===== config.mk =====
export PLATFORM = sky130hd
export DESIGN_NAME = seq_detect_ctrl
export DESIGN_NICKNAME = d
export VERILOG_FILES = /design/src/rtl/seq_detect_ctrl.sv
export SDC_FILE = /design/constraint.sdc
export NUM_CORES = 1
export LEC_CHECK = 0
export ABC_CLOCK_PERIOD_IN_PS = 6500
export BUFFER_PORTS_ARGS = -buffer_cell sky130_fd_sc_hd__buf_2
export CAP_MARGIN = 20
export CORE_ASPECT_RATIO = 0.6
export CORE_UTILIZATION = 57
export DETAILED_ROUTE_END_ITERATION = 7
export HOLD_SLACK_MARGIN = 0.08
export PLACE_DENSITY = 0.91
export SLEW_MARGIN = 5
export SYNTH_ARGS = -nofsm -noshare
export SYNTH_HDL_FRONTEND = slang
export SYNTH_SLANG_ARGS = --single-unit

===== constraint.sdc =====
create_clock -name clk -period 6.5 [get_ports clk]
set_clock_uncertainty 0.15 [all_clocks]
set_input_delay 0.65 -clock clk [delete_from_list [all_inputs] [get_ports clk]]
set_output_delay 0.65 -clock clk [all_outputs]
set_load 0.1 [all_outputs]

===== src/rtl/seq_detect_ctrl.sv =====
// -----------------------------------------------------------------------------
// seq_detect_ctrl
//   Accepts 8-bit words, serializes them MSB first, and runs a 4-bit pattern
//   detector over the resulting bit stream. Matches are pulsed on seq_seen,
//   counted in a saturating counter, and raise a sticky threshold interrupt.
//
// Handshake: a word is accepted on any rising edge where word_valid and
//   word_ready are both high. word_valid may be held; word_ready may drop
//   without notice. A bit is consumed on every edge where ser_valid is high.
//
// Ports
//   clk          in   system clock, rising edge
//   reset        in   synchronous, active-high reset
//   word_in      in   [7:0] parallel word, MSB serialized first
//   word_valid   in   word_in valid
//   word_ready   out  word_in accepted this cycle if word_valid
//   enable       in   low pauses serialization (all state holds)
//   pattern      in   [3:0] target pattern, oldest bit in [3]; latched on accept
//   thresh       in   [7:0] match count that raises irq; 0 disables irq
//   hist_clr     in   flush bit history
//   irq_clr      in   clear irq and match_cnt
//   ser_bit      out  bit presented to the detector
//   ser_valid    out  ser_bit consumed this cycle
//   seq_seen     out  one-cycle pulse, cycle after a matching consume
//   match_cnt    out  [7:0] saturating match count
//   irq          out  sticky interrupt, match_cnt reached thresh
//   dbg_state    out  FSM state (0 = IDLE, 1 = SHIFT)
//   dbg_bit_cnt  out  [2:0] index of the bit currently presented
// -----------------------------------------------------------------------------
module seq_detect_ctrl (
  input  logic       clk,
  input  logic       reset,
  input  logic [7:0] word_in,
  input  logic       word_valid,
  output logic       word_ready,
  input  logic       enable,
  input  logic [3:0] pattern,
  input  logic [7:0] thresh,
  input  logic       hist_clr,
  input  logic       irq_clr,
  output logic       ser_bit,
  output logic       ser_valid,
  output logic       seq_seen,
  output logic [7:0] match_cnt,
  output logic       irq,
  output logic       dbg_state,
  output logic [2:0] dbg_bit_cnt
);

  localparam logic S_IDLE  = 1'b0;
  localparam logic S_SHIFT = 1'b1;

  logic       r_state;
  logic       w_state_nxt;
  logic [7:0] r_shift;
  logic [2:0] r_bit_cnt;
  logic [3:0] r_pat_q;
  logic [3:0] r_hist;
  logic [2:0] r_hist_fill;
  logic       r_seq_seen;
  logic [7:0] r_match_cnt;
  logic       r_irq;

  logic       w_word_ready;
  logic       w_ser_valid;
  logic       w_ser_bit;
  logic       w_accept;
  logic [3:0] w_hist_base;
  logic [2:0] w_fill_base;
  logic [3:0] w_hist_shift;
  logic       w_match;
  logic [7:0] w_cnt_base;
  logic [7:0] w_cnt_nxt;
  logic       w_irq_nxt;

  // State register
  always_ff @(posedge clk) begin
    if (reset) r_state <= S_IDLE;
    else       r_state <= w_state_nxt;
  end

  // Next-state logic
  always_comb begin
    w_state_nxt = r_state;
    case (r_state)
      S_IDLE:  if (w_accept) w_state_nxt = S_SHIFT;
      S_SHIFT: if (enable && (r_bit_cnt == 3'd0) && !w_accept) w_state_nxt = S_IDLE;
      default: w_state_nxt = S_IDLE;
    endcase
  end

  // Output logic. word_ready is raised on the last bit of a word so the next
  // word loads with no idle cycle in between.
  always_comb begin
    w_word_ready = 1'b0;
    w_ser_valid  = 1'b0;
    w_ser_bit    = 1'b0;
    case (r_state)
      S_IDLE: w_word_ready = 1'b1;
      S_SHIFT: begin
        w_word_ready = enable && (r_bit_cnt == 3'd0);
        w_ser_valid  = enable;
        w_ser_bit    = r_shift[r_bit_cnt];
      end
      default: w_word_ready = 1'b0;
    endcase
  end

  assign w_accept = word_valid & w_word_ready;

  // A flush in the same cycle as a consume makes that bit the first one of
  // the new history, so the flush is applied before the shift.
  assign w_hist_base  = hist_clr ? 4'd0 : r_hist;
  assign w_fill_base  = hist_clr ? 3'd0 : r_hist_fill;
  assign w_hist_shift = {w_hist_base[2:0], w_ser_bit};
  assign w_match      = w_ser_valid && (w_hist_shift == r_pat_q) && (w_fill_base >= 3'd3);

  // irq_clr is applied before the increment so a coincident match counts as 1.
  assign w_cnt_base = irq_clr ? 8'd0 : r_match_cnt;
  assign w_cnt_nxt  = (w_match && (w_cnt_base != 8'hFF)) ? w_cnt_base + 8'd1 : w_cnt_base;
  assign w_irq_nxt  = (irq_clr ? 1'b0 : r_irq) | ((thresh != 8'd0) && (w_cnt_nxt >= thresh));

  // Datapath registers
  always_ff @(posedge clk) begin
    if (reset) begin
      r_shift     <= 8'd0;
      r_bit_cnt   <= 3'd0;
      r_pat_q     <= 4'd0;
      r_hist      <= 4'd0;
      r_hist_fill <= 3'd0;
      r_seq_seen  <= 1'b0;
      r_match_cnt <= 8'd0;
      r_irq       <= 1'b0;
    end else begin
      if (w_accept) begin
        r_shift   <= word_in;
        r_pat_q   <= pattern;
        r_bit_cnt <= 3'd7;
      end else if (w_ser_valid && (r_bit_cnt != 3'd0)) begin
        r_bit_cnt <= r_bit_cnt - 3'd1;
      end
      if (w_ser_valid) begin
        r_hist      <= w_hist_shift;
        r_hist_fill <= (w_fill_base == 3'd4) ? 3'd4 : w_fill_base + 3'd1;
      end else begin
        r_hist      <= w_hist_base;
        r_hist_fill <= w_fill_base;
      end
      r_seq_seen  <= w_match;
      r_match_cnt <= w_cnt_nxt;
      r_irq       <= w_irq_nxt;
    end
  end

  assign word_ready  = w_word_ready;
  assign ser_valid   = w_ser_valid;
  assign ser_bit     = w_ser_bit;
  assign seq_seen    = r_seq_seen;
  assign match_cnt   = r_match_cnt;
  assign irq         = r_irq;
  assign dbg_state   = r_state;
  assign dbg_bit_cnt = r_bit_cnt;

endmodule


After elaboration in Yosys (flattened, before gate mapping)
Index checks and enable logic that the tools add are counted.
{"block": "totals", "register_bits": 32, "output_inout_bits": 17, "wordCells": 51}
{"block": "classes", "n_addsub": 3, "n_lt_le_gt_ge": 3, "n_eq_ne": 3, "muxes": 18, "n_bitwise": 3, "n_reduce_logical": 12}
{"cell": "3-bit 2-to-1 mux", "count": 7}
{"cell": "8-bit 2-to-1 mux", "count": 2}
{"cell": "8-bit by 1-bit adder with 8-bit output, second input constant", "count": 1}
{"cell": "8-bit greater-or-equal comparator", "count": 1}
{"cell": "8-bit inequality test, second input constant", "count": 1}
{"cell": "8-bit nonzero test", "count": 1}
{"cell": "1-bit logical AND", "count": 7}
{"cell": "1-bit 2-to-1 mux", "count": 6}
{"cell": "4-bit equality test", "count": 1}
{"cell": "3-bit by 4-bit less-than comparator with 1-bit output, second input constant", "count": 1}
{"cell": "1-bit one-hot mux with 2 select lines", "count": 2}
{"cell": "3-bit by 1-bit adder with 3-bit output, second input constant", "count": 1}
{"cell": "1-bit binary-select mux with 3-bit select", "count": 1}
{"cell": "3-bit equality test, second input constant", "count": 1}
{"cell": "3-bit by 2-bit greater-or-equal comparator with 1-bit output, second input constant", "count": 1}
{"cell": "3-bit logical NOT", "count": 1}
{"cell": "3-bit nonzero test", "count": 1}
{"cell": "3-bit by 1-bit subtractor with 3-bit output, second input constant", "count": 1}
{"cell": "2-bit nonzero test", "count": 1}
{"cell": "1-bit AND", "count": 1}
{"cell": "1-bit logical NOT", "count": 1}
{"cell": "1-bit NOT", "count": 1}
{"cell": "1-bit bitwise OR", "count": 1}

Longest topological paths before layout
{"block": "depth", "ltp_word": 11, "ltp_mapped": 15, "depth_no_buf": 14}

Worst setup path after synthesis
OpenSTA, ideal clock, no wires.
{"block": "synth_timing", "path_type": "register to register", "start": "reg r_bit_cnt[0], in the netlist dbg_bit_cnt[0]", "end": "reg r_irq, in the netlist irq", "setup_time_ns": 0.120, "arrival_ns": 3.582, "required_time_ns": 6.230, "setup_slack_ns": 2.649, "path_stages_with_launch": 13, "path_buffers": 0, "cell_sequence": "dfxtp_1 mux4_2 a22o_4 xnor2_4 nand3_2 xor2_1 ha_1 nand2b_1 a21oi_1 nor2b_1 o21ai_0 a21oi_1 o31a_1"}
{"block": "synth_via", "elab_chain_cells": 11}
{"element": "start: declaration", "line_no": "56", "source": "logic [2:0] r_bit_cnt;"}
{"element": "start signal: assignment", "line_no": "140", "source": "r_bit_cnt <= r_bit_cnt - 3'd1;"}
{"element": "1-bit binary-select mux with 3-bit select", "line_no": "103", "source": "w_ser_bit = r_shift[r_bit_cnt];"}
{"element": "1-bit 2-to-1 mux (not written as such)", "line_no": "103"}
{"element": "1-bit 2-to-1 mux", "line_no": "98", "source": "case (r_state)"}
{"element": "net ser_bit", "line_no": "41", "source": "output logic ser_bit,"}
{"element": "4-bit equality test", "line_no": "116", "source": "assign w_match = w_ser_valid && (w_hist_shift == r_pat_q) && (w_fill_base >= 3'd3);"}
{"element": "1-bit logical AND (2 in series)", "line_no": "116"}
{"element": "1-bit logical AND", "line_no": "120", "source": "assign w_cnt_nxt = (w_match && (w_cnt_base != 8'hFF)) ? w_cnt_base + 8'd1 : w_cnt_base;"}
{"element": "8-bit 2-to-1 mux", "line_no": "120"}
{"element": "8-bit greater-or-equal comparator", "line_no": "121", "source": "assign w_irq_nxt = (irq_clr ? 1'b0 : r_irq) | ((thresh != 8'd0) && (w_cnt_nxt >= thresh));"}
{"element": "1-bit logical AND", "line_no": "121"}
{"element": "1-bit bitwise OR", "line_no": "121"}
{"element": "end signal: assignment", "line_no": "151", "source": "r_irq <= w_irq_nxt;"}
{"element": "end: declaration", "line_no": "62", "source": "logic r_irq;"}
The timed path passes the listed nets, and every way through them passes these cells. The select of a mux whose other input is x is not followed.
A chain may end at the register's enable or synchronous reset.

Worst setup path in the final report
{"block": "layout_timing", "start": "in irq_clr", "end": "reg r_irq, in the netlist irq"}
{"block": "layout_via", "elab_chain_cells": 7, "word_cells_on_any_way": 9, "cone_classes": "add/sub: 1; order compare: 1; eq/ne: 1; mux: 3; bitwise: 1; reduce/logical: 2"}
{"element": "start: declaration", "line_no": "40", "source": "input logic irq_clr,"}
{"element": "parallel branches: the longest is 6 deep, another holds 8-bit by 1-bit adder with 8-bit output"}
{"element": "1-bit bitwise OR *", "line_no": "121"}
Every way passes the cells marked *.

==> flow_results.org <==
** CTS
- Clock Latency Late Sink :: 290 ps
- Clock transition at the registers of the reported paths :: 70 ps
- Clock tree from TritonCTS :: done
- After clock tree synthesis, the setup repair step added 0 buffers.
- The root buffer cell chosen for the clock tree is clkbuf_8.
- Number of sinks handled by clock tree synthesis :: 32
- Cts-stage hold buffer count :: 0
- Counting the buffers created by CTS gives 5.
- CTS H-tree depth :: 2
- Cts repair resizes :: 0
- Counting along the longest clock path gives a buffer depth of 2.

** Floorplan
- Effective utilization at floorplan :: 61.7%
- Die W :: 74.9 um
- The floorplan step defined a die boundary enclosing 3430 um^2.
- DIE HEIGHT :: 45.7 um
- After floorplanning, the core was divided into 15 placement rows.
- During I/O placement, the number of pins put on the boundary was 43.
- The floorplan step defined a core boundary enclosing 2950 um^2.

** Timing
- Slew Limit Headroom :: 37.6%
- Setup violation total in the final timing report :: 0
- The number of pins with negative max-slew slack in the final report is 0.
- Final period util :: 52.5%
- Slew at the pin with the worst max-slew slack :: 936 ps
- Clock period minus worst slack :: 3410 ps
- Final hold vios :: 0
- Setup repair after global routing left no endpoint under its margin.
- Adding up every negative setup slack in the final design gives 0 ps.
- For this run, the top clock speed supported by timing is 293 MHz.

** Job
- The tool flagged a number of max-cap violations equal to 0.

** Routing
- After detailed routing, the average wire length per cell comes to 14.1 um.
- Once detail routing completed, the nets flagged for antenna violations numbered 0.
- Initial DRC count :: 134
- Via density per instance :: 5.65
- The routed design has 4260 um of wire.
- In the routed design, unresolved DRC markers number 0.
- DR vias :: 1,705
- For this run, the detailed router's first-pass iteration total came to 5.

** Logic synthesis
- Yosys printed 0 warnings.
- In this run the biggest area consumer among cell types represents 35.2% of the synthesized area.
- Most used DFF post-synth :: dfxtp_1
- Post-synthesis cell area :: 1820 um^2
- Ranking of synthesized cells by area :: dfxtp_1 35%, ha_1 10%, nand2_1 7.4%, a21oi_1 6.1%, nor2b_1 3.8%
- The cell count after synthesis came out at 217.
- Number of enable-type register cells in the synthesized netlist :: 0
- The largest total area in the synthesized netlist belongs to dfxtp_1.
- Of the synthesized area, sequential elements account for 35.2%.
- Synthesized netlist net count :: 258
- Post-Syn Area per Cell :: 8.38 um^2
- The number of different library cells used by synthesis comes to 34.
- Number of synthesized register bits :: 32
- Post-synthesis async set-or-reset flop share :: 0%

** Final layout
- For this run, the post-layout net count is 300.
- 0 antenna diodes ended up in the layout.
- In the final layout, the share of cells above drive strength 1 is 22.3%.
- The area growth from synthesis to layout is 18.9%.
- At the end of the flow the core is filled with cells to 73.3%.

** Critical path
- Kind of critical path :: input pin to register
- Endpoint kind of the worst setup timing path :: register
- The critical path goes through buf_2, nor2b_1, ha_1, nand4_1, nor2_1, nand3_1, nand3_2, xor2_1, ha_1, nand2b_1, a21oi_1, nor2b_1, o21ai_0, a21oi_1, o31a_1.
- Critical Path Start Type :: input pin
- For the worst setup path, the data arrival time is 3440 ps.
- WP data required :: 6530 ps
- The slowest stage of the critical path belongs to the cell nor2b_1.
- In this design, the stage delay of the slowest critical-path cell is 280 ps.
- Highest net fanout along the worst path :: 12

** Power and ir drop
- Leak :: 0.945 nW
- IR analysis of the VDD net gives a maximum drop of 161 uV.
- For this design the ratio of total power to cell area is 223 nW/um^2.

** GRT
- The number of antenna violations at the first check in global routing came to 0.
- Remaining Overflow, GRT :: 0
- Vias in the first global route :: 1,458
- Global routing used 27.4% of the available tracks.
- Maximum number of pins on one net before global-route repair :: 33
- Global-route wire length before repair :: 6800 um

** Placement
- In this run the tool buffered the top-level ports with 42 buffer cells.
- Detailed placement ended at an HPWL of 2990 um.
- Routability-driven placement finished with a final weighted congestion of 0.816.

** Outcome
- The flow ran to the end, and the final reports show no timing, DRC or antenna violations.

** Min path
- Worst min path class :: register to register
[metrics by stage]
| stage | setup slack [ps] | hold WS (ps) | power [mW] | cells | cell area (um^2) |
|---|---|---|---|---|---|
| after global routing | 2840 | 348 | 0.498 | 302 | 2160 |
| after detailed placement | 2820 | 298 | 0.298 | 294 | 2050 |
| after floorplan | 2650 | 283 | 0.277 | 217 | 1820 |
| after CTS | 3120 | 308 | 0.481 | 302 | 2160 |
| final | 3090 | 312 | 0.481 | 302 | 2160 |
| after global placement | 3000 | 294 | 0.295 | 294 | 2050 |
[routing by layer]
layer  part of all wire (%)  global-route usage, %
met5                      0                      0
met4                    1.4                   11.3
met3                    7.2                   7.52
met2                     43                   40.0
met1                     48                   38.3
[cells by family after synthesis]
| kind of cell | Yosys count | synth area share [%] |
|---|---|---|
| buffers and inverters | 24 | 5.02 |
| AOI/OAI and AO/OA | 36 | 13.1 |
| and+or+nand+nor | 94 | 25.6 |
| DFF | 32 | 35.2 |
| adders and majority gates | 15 | 10.3 |
| xor gates and xnor gates | 11 | 6.33 |
| muxes | 5 | 4.40 |
[state kept, by name, indices dropped and copies added (netlist names)]
register	count
r_shift	8
r_pat_q	4
match_cnt	8
dbg_bit_cnt	3
dbg_state	1
irq	1
seq_seen	1
r_hist_fill	3
r_hist	3
[synthesized netlist by cell type, drive strengths merged, types with 3 or more instances]
library cell	count
nor3	7
o21ai	5
nand3	5
dfxtp	32
nor2	13
inv	17
nand4	6
nand2	36
nand2b	6
ha	15
a21oi	22
xor2	6
nor4	3
xnor2	5
clkbuf	7
nor2b	12
[final cells by class]
cell class / count / area (um^2)
multi-input cells: 161 / 1090
fillers: 220 / 786
flip-flops and latches: 32 / 641
repair buffers: 42 / 210
clock buffers: 6 / 72.6
inverters: 17 / 63.8
well taps: 42 / 52.6
clock inverters: 2 / 35.0
[worst max-delay path, delay by kind of cell]
family,cells,cell delay (ps)
buf+inv,1,170
xor+xnor,1,220
compound gates,4,640
simple gates,7,1200
fa+ha+maj,2,550
[power breakdown]
group | total (mW) | switching, mW | internal, mW
clock network | 0.186 | 0.0728 | 0.114
registers | 0.212 | 0.00820 | 0.204
logic | 0.0829 | 0.0582 | 0.0247
total | 0.481 | 0.139 | 0.342
[path summary, 6_finish.rpt]
path	start	to	slack [ps]	cells after the start
max	irq_clr	irq$_SDFF_PP0_	3090	15
min	r_shift[2]$_SDFFE_PP0P_	r_shift[2]$_SDFFE_PP0P_	310	2
max reg2reg	dbg_bit_cnt[0]$_SDFFE_PP0P_	irq$_SDFF_PP0_	3190	12
min reg2reg	r_shift[2]$_SDFFE_PP0P_	r_shift[2]$_SDFFE_PP0P_	310	2
[layout by cell type, fill, tap and decap left out, types with 3 or more instances in the layout]
cell type and instances:
xor2_1 6, nand2b_1 6, xnor2_1 4, nand2_1 36, clkbuf_8 5, ha_1 15
nor2_1 13, o21ai_0 5, dfxtp_1 32, a21oi_1 22, nor3_1 7, nand3_1 4
inv_1 17, buf_2 42, nor2b_1 11, nor4_1 3, nand4_1 6
No activity file was read; power rests on OpenSTA's default activity.
